===== src/rtl/multi_cycle_controller.sv =====
// Multi-cycle RISC-V style control FSM with optional memory-wait watchdog and retire counter.
// Defining MULTI_CYCLE_CONTROLLER_PERFCNT_EN enables the retired-instruction counter.
module multi_cycle_controller #(
  parameter int CNT_W      = 32,
  parameter int WAIT_LIMIT = 0
) (
  input  logic             i_clk,
  input  logic             i_srst,
  input  logic [6:0]       i_opcode,
  input  logic [2:0]       i_funct3,
  input  logic             i_funct7bit5,
  input  logic             i_zeroFlag,
  input  logic             i_memReady,
  output logic             o_memReq,
  output logic             o_addressSrc,
  output logic             o_memWriteEn,
  output logic             o_instructionRegWrite,
  output logic             o_pcWriteEn,
  output logic             o_regWriteEn,
  output logic [1:0]       o_resultSel,
  output logic [1:0]       o_aluInputASel,
  output logic [1:0]       o_aluInputBSel,
  output logic [3:0]       o_aluOp,
  output logic [3:0]       o_state,
  output logic             o_illegal,
  output logic [CNT_W-1:0] o_retiredCount
);

  typedef enum logic [3:0] {
    FETCH    = 4'd0,
    DECODE   = 4'd1,
    MEMADR   = 4'd2,
    MEMREAD  = 4'd3,
    MEMWB    = 4'd4,
    MEMWRITE = 4'd5,
    EXECR    = 4'd6,
    EXECI    = 4'd7,
    ALUWB    = 4'd8,
    BEQ      = 4'd9,
    JAL      = 4'd10,
    TRAP     = 4'd15
  } stateT;

  localparam logic [1:0] A_PC = 2'd0, A_OLDPC = 2'd1, A_RD1 = 2'd2;
  localparam logic [1:0] B_RD2 = 2'd0, B_IMM = 2'd1, B_FOUR = 2'd2;
  localparam logic [1:0] RES_ALUOUT = 2'd0, RES_DATA = 2'd1, RES_ALURESULT = 2'd2;
  localparam logic [3:0] OP_ADD = 4'd0, OP_SUB = 4'd1, OP_AND = 4'd2, OP_OR = 4'd3, OP_SLT = 4'd4;

  stateT      stateReg, stateNext;
  logic       memReq, addressSrc, memWriteEn, instructionRegWrite;
  logic       pcWriteEn, regWriteEn, illegal;
  logic [1:0] resultSel, aluInputASel, aluInputBSel;
  logic [3:0] aluOp, funct3Op;
  logic       funct3Ok;
  logic       waitAtLimit;

  always_ff @(posedge i_clk) begin
    if (i_srst) stateReg <= FETCH;
    else        stateReg <= stateNext;
  end

  always_comb begin
    funct3Ok = 1'b1;
    funct3Op = OP_ADD;
    case (i_funct3)
      3'b000:  funct3Op = OP_ADD;
      3'b010:  funct3Op = OP_SLT;
      3'b110:  funct3Op = OP_OR;
      3'b111:  funct3Op = OP_AND;
      default: funct3Ok = 1'b0;
    endcase
  end

  always_comb begin
    stateNext           = stateReg;
    memReq              = 1'b0;
    addressSrc          = 1'b0;
    memWriteEn          = 1'b0;
    instructionRegWrite = 1'b0;
    pcWriteEn           = 1'b0;
    regWriteEn          = 1'b0;
    illegal             = 1'b0;
    resultSel           = RES_ALUOUT;
    aluInputASel        = A_PC;
    aluInputBSel        = B_RD2;
    aluOp               = OP_ADD;
    case (stateReg)
      FETCH: begin
        memReq = 1'b1;
        if (i_memReady) begin
          instructionRegWrite = 1'b1;
          pcWriteEn           = 1'b1;
          aluInputBSel        = B_FOUR;
          resultSel           = RES_ALURESULT;
          stateNext           = DECODE;
        end
      end
      DECODE: begin
        aluInputASel = A_OLDPC;
        aluInputBSel = B_IMM;
        case (i_opcode)
          7'b0000011, 7'b0100011: stateNext = MEMADR;
          7'b0110011:             stateNext = EXECR;
          7'b0010011:             stateNext = EXECI;
          7'b1100011:             stateNext = BEQ;
          7'b1101111:             stateNext = JAL;
          default:                stateNext = TRAP;
        endcase
      end
      MEMADR: begin
        aluInputASel = A_RD1;
        aluInputBSel = B_IMM;
        // Opcode bit 5 separates store (0100011) from load (0000011).
        stateNext    = i_opcode[5] ? MEMWRITE : MEMREAD;
      end
      MEMREAD: begin
        memReq     = 1'b1;
        addressSrc = 1'b1;
        if (i_memReady) stateNext = MEMWB;
      end
      MEMWB: begin
        regWriteEn = 1'b1;
        resultSel  = RES_DATA;
        stateNext  = FETCH;
      end
      MEMWRITE: begin
        memReq     = 1'b1;
        memWriteEn = 1'b1;
        addressSrc = 1'b1;
        if (i_memReady) stateNext = FETCH;
      end
      EXECR: begin
        aluInputASel = A_RD1;
        aluInputBSel = B_RD2;
        aluOp        = (i_funct3 == 3'b000 && i_funct7bit5) ? OP_SUB : funct3Op;
        stateNext    = funct3Ok ? ALUWB : TRAP;
      end
      EXECI: begin
        aluInputASel = A_RD1;
        aluInputBSel = B_IMM;
        aluOp        = funct3Op;
        stateNext    = funct3Ok ? ALUWB : TRAP;
      end
      ALUWB: begin
        regWriteEn = 1'b1;
        resultSel  = RES_ALUOUT;
        stateNext  = FETCH;
      end
      BEQ: begin
        aluInputASel = A_RD1;
        aluInputBSel = B_RD2;
        aluOp        = OP_SUB;
        resultSel    = RES_ALUOUT;
        if (i_funct3 == 3'b000) begin
          pcWriteEn = i_zeroFlag;
          stateNext = FETCH;
        end else begin
          stateNext = TRAP;
        end
      end
      JAL: begin
        aluInputASel = A_OLDPC;
        aluInputBSel = B_FOUR;
        resultSel    = RES_ALUOUT;
        pcWriteEn    = 1'b1;
        stateNext    = ALUWB;
      end
      TRAP:    illegal   = 1'b1;
      default: stateNext = TRAP;
    endcase
    if (memReq && !i_memReady && waitAtLimit) stateNext = TRAP;
  end

  generate
    if (WAIT_LIMIT > 0) begin : gWait
      localparam int WW = $clog2(WAIT_LIMIT + 1);
      logic [WW-1:0] waitCntReg;
      // Counts consecutive stalled request cycles within one state.
      always_ff @(posedge i_clk) begin
        if (i_srst)
          waitCntReg <= '0;
        else if (memReq && !i_memReady && stateNext == stateReg)
          waitCntReg <= waitCntReg + WW'(1);
        else
          waitCntReg <= '0;
      end
      assign waitAtLimit = (waitCntReg == WW'(WAIT_LIMIT - 1));
    end else begin : gNoWait
      assign waitAtLimit = 1'b0;
    end
  endgenerate

`ifdef MULTI_CYCLE_CONTROLLER_PERFCNT_EN
  logic [CNT_W-1:0] retiredReg;
  logic             retireEvent;
  assign retireEvent = (stateNext == FETCH) &&
                       (stateReg inside {MEMWB, MEMWRITE, ALUWB, BEQ});
  always_ff @(posedge i_clk) begin
    if (i_srst)           retiredReg <= '0;
    else if (retireEvent) retiredReg <= retiredReg + CNT_W'(1);
  end
  assign o_retiredCount = i_srst ? '0 : retiredReg;
`else
  assign o_retiredCount = '0;
`endif

  // Reset forces every output low even before the state register has been cleared.
  assign o_memReq              = memReq & ~i_srst;
  assign o_addressSrc          = addressSrc & ~i_srst;
  assign o_memWriteEn          = memWriteEn & ~i_srst;
  assign o_instructionRegWrite = instructionRegWrite & ~i_srst;
  assign o_pcWriteEn           = pcWriteEn & ~i_srst;
  assign o_regWriteEn          = regWriteEn & ~i_srst;
  assign o_illegal             = illegal & ~i_srst;
  assign o_resultSel           = i_srst ? 2'd0 : resultSel;
  assign o_aluInputASel        = i_srst ? 2'd0 : aluInputASel;
  assign o_aluInputBSel        = i_srst ? 2'd0 : aluInputBSel;
  assign o_aluOp               = i_srst ? 4'd0 : aluOp;
  assign o_state               = i_srst ? 4'd0 : stateReg;

endmodule


===== config.mk =====
export PLATFORM = sky130hd
export DESIGN_NAME = multi_cycle_controller
export DESIGN_NICKNAME = d
export VERILOG_FILES = /design/src/rtl/multi_cycle_controller.sv
export SDC_FILE = /design/constraint.sdc
export NUM_CORES = 1
export LEC_CHECK = 0
export ABC_AREA = 1
export CORE_ASPECT_RATIO = 1.1
export CORE_UTILIZATION = 37
export CTS_CLUSTER_SIZE = 25
export DETAILED_ROUTE_END_ITERATION = 7
export PLACE_DENSITY = 0.86
export REMOVE_ABC_BUFFERS = 1
export SLEW_MARGIN = 20
export SYNTH_ARGS = -nofsm -noshare
export SYNTH_HDL_FRONTEND = slang
export SYNTH_SLANG_ARGS = --single-unit
export TNS_END_PERCENT = 10

===== constraint.sdc =====
create_clock -name i_clk -period 3.1 [get_ports i_clk]
set_input_delay 0.62 -clock i_clk [delete_from_list [all_inputs] [get_ports i_clk]]
set_output_delay 0.62 -clock i_clk [all_outputs]
set_load 0.05 [all_outputs]

==> results of run 1 <==
[where the power goes]
part / internal [uW] / switching, uW
clock: 43.2 / 19.2
combinational: 272 / 577
sequential: 74.8 / 37.2
[how the worst max path moves through the flow]
stage	startpoint	end	slack [ps]	depth (start not counted)
2_1_floorplan	i_srst	o_aluOp[2]	-460	3
3_3_place_gp	i_srst	o_regWriteEn	560	6
3_5_place_dp	i_srst	o_aluOp[2]	580	5
4_1_cts	i_funct3[2]	o_aluOp[0]	580	7
5_1_grt	i_funct3[2]	o_aluOp[0]	470	7
6_report	i_funct3[2]	o_aluOp[0]	570	7
[layout by cell type (no fill, tap or decap)]
cell type / Yosys / final
a21oi_1: 10 / 10
a31oi_1: 2 / 2
buf_12: 0 / 9
buf_4: 33 / 12
clkbuf_4: 0 / 3
clkdlybuf4s50_1: 0 / 14
conb_1: 1 / 33
dfxtp_1: 4 / 4
inv_1: 20 / 20
inv_2: 3 / 3
nand2_1: 29 / 29
nand2_2: 6 / 6
nand3_1: 13 / 13
nand3_2: 2 / 2
nand4_1: 2 / 2
nor2_1: 26 / 26
nor2_2: 4 / 4
nor2_4: 3 / 3
nor4_1: 1 / 1
o21ai_0: 4 / 4
[kinds of logic (layout without fill, tap and decap cells)]
family | Yosys count | count (layout) | share of synthesized area
and+or+nand+nor | 86 | 86 | 0.445
other | 1 | 33 | 0.00410
DFF | 4 | 4 | 0.0876
buffers and inverters | 58 | 61 | 0.373
AOI/OAI and AO/OA | 16 | 16 | 0.0903
[stage by stage]
| stage | hold WS, ps | std cells | setup slack (ps) | setup TNS [ps] |
|---|---|---|---|---|
| final | 650 | 230 | 569 | 0 |
| after global routing | 718 | 230 | 468 | 0 |
| after CTS | 659 | 230 | 577 | 0 |
| after detailed placement | 654 | 227 | 581 | 0 |
| after global placement | 639 | 227 | 565 | 0 |
| after floorplan | 603 | 162 | -457 | -457 |
[layer usage]
| metal | wire length (microns) | global-route usage | part of all wire | vias to the layer above |
|---|---|---|---|---|
| li1 | - | - | - | 517 |
| met1 | 825 | 0.186 | 0.39 | 458 |
| met2 | 1090 | 0.320 | 0.52 | 50 |
| met3 | 159 | 0.0226 | 0.075 | 4 |
| met4 | 34 | 0.100 | 0.016 | 0 |
| met5 | 0 | 0 | 0 | - |
[critical path, cell delays in order]
cell             delay [ps]
clkdlybuf4s50_1         470
nor2_1                  140
nand2_1                 100
inv_1                    80
nand4_1                  80
a21oi_1                 250
buf_12                  170
[cell type report]
class	instances	area share
clock buffers	3	0.0180
inverters	23	0.0691
multi-input cells	135	0.490
flip-flops and latches	4	0.0641
well taps	30	0.0300
repair buffers	35	0.328
==> run_results.csv, run 1 <==
group,metric,value,unit
synthesis,yosys_warnings,0,
synthesis,synth_cell_types,18,
critical_path,startpoint_type,"input port",
place,gp_congestion,0.938,
cells_and_area,layout.area.seq,80.1,sq um
timing,min_period,2530,ps
synthesis,synth_edf_count,0,
synthesis,syn_avg_cell_area,5.54,sq um
cells_and_area,top_regs,"stateReg: 4 flops",
synthesis,synth_flop_cell,"dfxtp_1",
clock_tree,cts_sinks,4,
floorplan,die-area,2680,sq um
drt,drtIter0Drc,35,
critical_path,r2r-end,"stateReg[2]",
synthesis,synth_area_leader_cell,"buf_4",
floorplan,ios,68,
synthesis,seq_area_frac_synth,0.0876,
critical_path,worstSetupEndpointType,"output port",
synthesis,ys_ff_latch,4,
synthesis,synth_top_area_share,0.271,
floorplan,die_y,54.1,microns
clock_tree,ctsHoldBuffers,0,
global_route,grt_pass1_vias,892,
critical_path,required,2480,ps
power_and_ir_drop,p_leak,0.000687,uW
critical_path,reg2reg_from,"stateReg[3]",
cells_and_area,fill_cells,247,
hold_path,hold_path_class,"reg -> reg",
timing,hold_viol_final,0,
cells_and_area,final_util,0.544,
synthesis,synthCells,165,
critical_path,crit_fanout,4,
timing,drv_slew,0,
floorplan,die_w,49.4,microns
floorplan,design.core.area,2300,sq um
cells_and_area,finalNetCount,217,
global_route,grt_overflow,0,
place,port_buffers,34,
clock_tree,clk_latency,230,ps
synthesis,synthTopCellsByCount,"33 x buf_4, 29 x nand2_1, 26 x nor2_1",
synthesis,synth.most_common_cell,"buf_4",
drt,routed_wl,2.11,mm
critical_path,path_class,"in -> out",
cells_and_area,largest_reg_flops,4,
drt,wl_per_cell,9.16,microns
timing,timing.final.crit_share,0.817,
critical_path,r2r_cells,9,
power_and_ir_drop,ir_drop,0.416,mV
global_route,gr-usage-all-layers,0.170,
floorplan,rows,18,
cells_and_area,final_cell_area,1250,sq um
timing,rsz0062_at_grt,"no",
clock_tree,clkSlewWorstSetupHoldPaths,40,ps
global_route,grt_pass1_wl,3.51,mm
place,place_area,1230,sq um
synthesis,async_flop_share,0,
power_and_ir_drop,power,1020,uW
drt,ant_nets,0,
timing,fmax,395,MHz
flow_run,drv_cap,0,
cells_and_area,top_register,"stateReg",
clock_tree,cts_made_buffers,3,
hold_path,hp-start,"stateReg[2]",
global_route,grt_max_degree,17,
hold_path,hold_depth,2,
global_route,antenna_found_initial,0,
run_status,outcome,"finished, final reports clean",
clock_tree,cts_resized,0,
cells_and_area,multi_input_area,613,sq um
clock_tree,cts_setup_buffers,0,
timing,worst_slew_pin_slew,488,ps
drt,vias_per_cell,4.47,
synthesis,synthTopCellsByArea,"buf_4 27%, nand2_1 12%, nor2_1 11%",
cells_and_area,layout-area-overhead-vs-synth,36.7,%
power_and_ir_drop,power_density,819,nW/um^2
critical_path,cp.arrival,1910,ps
hold_path,hold_end,"stateReg[2]",
floorplan,start_util,0.398,
clock_tree,cts_tree,"built",
drt,drc_errors,0,
cells_and_area,drive_gt1_frac,0.210,
critical_path,regToRegSetupSlack,1760,ps
clock_tree,cts_max_level,1,
clock_tree,cts_max_path_buffers,2,
drt,vias,1029,
clock_tree,clk_root_buffer_cell,"clkbuf_4",
timing,fin_skew,1.22,ps
drt,first_pass_iters,4,
place,hpwl,1.81,mm
timing,relSlewSlack,0.671,
timing,setup_viol,0,
cells_and_area,num_antenna_cells,0,
synthesis,synthesis.area,915,sq um
(Power assumes the default switching activity.)
==> inputs of run 2 (changes only) <==
--- a/config.mk
+++ b/config.mk
@@ -7,10 +7,10 @@
 export LEC_CHECK = 0
 export ABC_AREA = 1
 export CORE_ASPECT_RATIO = 1.1
-export CORE_UTILIZATION = 37
+export CORE_UTILIZATION = 34
 export CTS_CLUSTER_SIZE = 25
 export DETAILED_ROUTE_END_ITERATION = 7
-export PLACE_DENSITY = 0.86
+export PLACE_DENSITY = 0.8
 export REMOVE_ABC_BUFFERS = 1
 export SLEW_MARGIN = 20
 export SYNTH_ARGS = -nofsm -noshare
==> constraint.sdc (replaced) <==
create_clock -name i_clk -period 2.47 [get_ports i_clk]
set_input_delay 0.494 -clock i_clk [delete_from_list [all_inputs] [get_ports i_clk]]
set_output_delay 0.494 -clock i_clk [all_outputs]
set_load 0.05 [all_outputs]
==> run_results.csv, run 2 (same netlist as run 1, synthesis figures left out) <==
group,metric,value,unit
drt,drc_errors,0,
critical_path,startpoint_type,"input port",
clock_tree,clkSlewWorstSetupHoldPaths,30,ps
clock_tree,cts_max_path_buffers,2,
floorplan,die_y,56.4,microns
clock_tree,cts_resized,0,
cells_and_area,final_common_cell,"conb_1",
timing,rsz0062_at_grt,"no",
clock_tree,cts_made_buffers,3,
clock_tree,cts_setup_buffers,0,
cells_and_area,num_antenna_cells,0,
cells_and_area,multi_input_area,613,sq um
clock_tree,cts_max_level,1,
power_and_ir_drop,p_leak,0.000735,uW
clock_tree,clk_root_buffer_cell,"clkbuf_4",
floorplan,die_w,51.5,microns
power_and_ir_drop,p_switching,818,uW
timing,min_period,2280,ps
power_and_ir_drop,p_sw_frac,0.584,
timing,timing.final.crit_share,0.922,
clock_tree,cts_sinks,4,
run_status,outcome,"finished, final reports clean",
floorplan,rows,19,
drt,ant_nets,0,
cells_and_area,layout-area-overhead-vs-synth,54.3,%
power_and_ir_drop,power,1400,uW
place,port_buffers,34,
cells_and_area,finalNetCount,220,
power_and_ir_drop,intPower,582,uW
drt,drtIter0Drc,25,
drt,vias,1003,
floorplan,start_util,0.363,
power_and_ir_drop,power_frac_seq,0.100,
cells_and_area,fill_cells,241,
critical_path,crit_fanout,4,
cells_and_area,layout_common_cells,"33 x conb_1, 29 x nand2_1, 26 x nor2_1",
drt,vias_per_cell,4.29,
floorplan,die-area,2900,sq um
place,place_inst,231,
drt,routed_wl,2.22,mm
global_route,gr-usage-all-layers,0.159,
cells_and_area,drive_gt1_frac,0.222,
critical_path,path_class,"in -> out",
timing,drv_slew,0,
critical_path,cp.arrival,1780,ps
global_route,grt_pass1_wl,3.61,mm
floorplan,design.core.area,2520,sq um
power_and_ir_drop,combPwrFrac,0.844,
place,gp_congestion,0.861,
floorplan,ios,68,
clock_tree,ctsHoldBuffers,0,
cells_and_area,top_register,"stateReg",
clock_tree,cts_tree,"built",
power_and_ir_drop,ir_drop,0.629,mV
timing,fin_hold_ws,660,ps
global_route,antenna_found_initial,0,
hold_path,hold_path_class,"reg -> reg",
cells_and_area,top_regs,"stateReg: 4 flops",
place,hpwl,1.91,mm
global_route,grt_overflow,0,
critical_path,worstSetupEndpointType,"output port",
cells_and_area,layout.area.seq,80.1,sq um
timing,hold_viol_final,0,
clock_tree,clk_latency,230,ps
drt,wl_per_cell,9.47,microns
timing,fmax,439,MHz
timing,fin_setup_tns,0,ps
critical_path,required,1980,ps
timing,fin_skew,2.65,ps
power_and_ir_drop,power_density,992,nW/um^2
global_route,grt_pass1_vias,898,
timing,setup_viol,0,
flow_run,drv_cap,0,
cells_and_area,fin_cells,234,
drt,first_pass_iters,4,
global_route,grt_max_degree,9,
cells_and_area,final_util,0.560,
cells_and_area,largest_reg_flops,4,
power_and_ir_drop,p_clk_frac,0.056,
-- run 2: cell count changes in the layout (fill, tap and decap cells not counted), sizes merged --
cell	previous run	this run
buf	21	24
-- run 2: per-stage QoR --
stage / cell area [sq um] / setup slack (ps)
final: 1410 / 192
after global routing: 1410 / 47.9
after CTS: 1410 / 191
after detailed placement: 1390 / 202
after global placement: 1390 / 223
after floorplan: 779 / -835
-- run 2: cell type report --
class	count	area share
flip-flops and latches	4	0.0567
inverters	23	0.0612
multi-input cells	135	0.434
repair buffers	38	0.404
clock buffers	3	0.0160
well taps	31	0.0275
-- run 2: metal layers --
layer / track usage / wire length, microns / vias up
met3: 0.0217 / 144 / 0
met2: 0.299 / 1190 / 39
met4: 0.0618 / 0 / 0
met5: 0 / 0 / -
li1: - / - / 527
met1: 0.173 / 876 / 437
-- run 2: path summary, 6_finish.rpt --
kind | start | endpoint | slack (ps) | depth (start not counted)
min | stateReg[2] | stateReg[2] | 660 | 2
max | i_funct3[2] | o_aluOp[0] | 190 | 7
min reg2reg | stateReg[2] | stateReg[2] | 660 | 2
max reg2reg | stateReg[2] | stateReg[1] | 1140 | 7
-- run 2: worst max-delay path, cell delays in order --
cell and delay [ps]:
clkdlybuf4s50_1 460, nor2_1 140, nand2_1 90, inv_1 70
nand4_1 70, a21oi_1 270, buf_12 180
-- run 2: power by group through the flow --
| stage | Clock [uW] | Sequential (uW) | Combinational, uW |
|---|---|---|---|
| detailed placement | 0 | 139 | 1180 |
| global route | 89.9 | 144 | 1260 |
| finish | 78.0 | 140 | 1180 |
| global placement | 0 | 138 | 1170 |
| floorplan | 0 | 131 | 745 |
| CTS | 83.5 | 138 | 1190 |
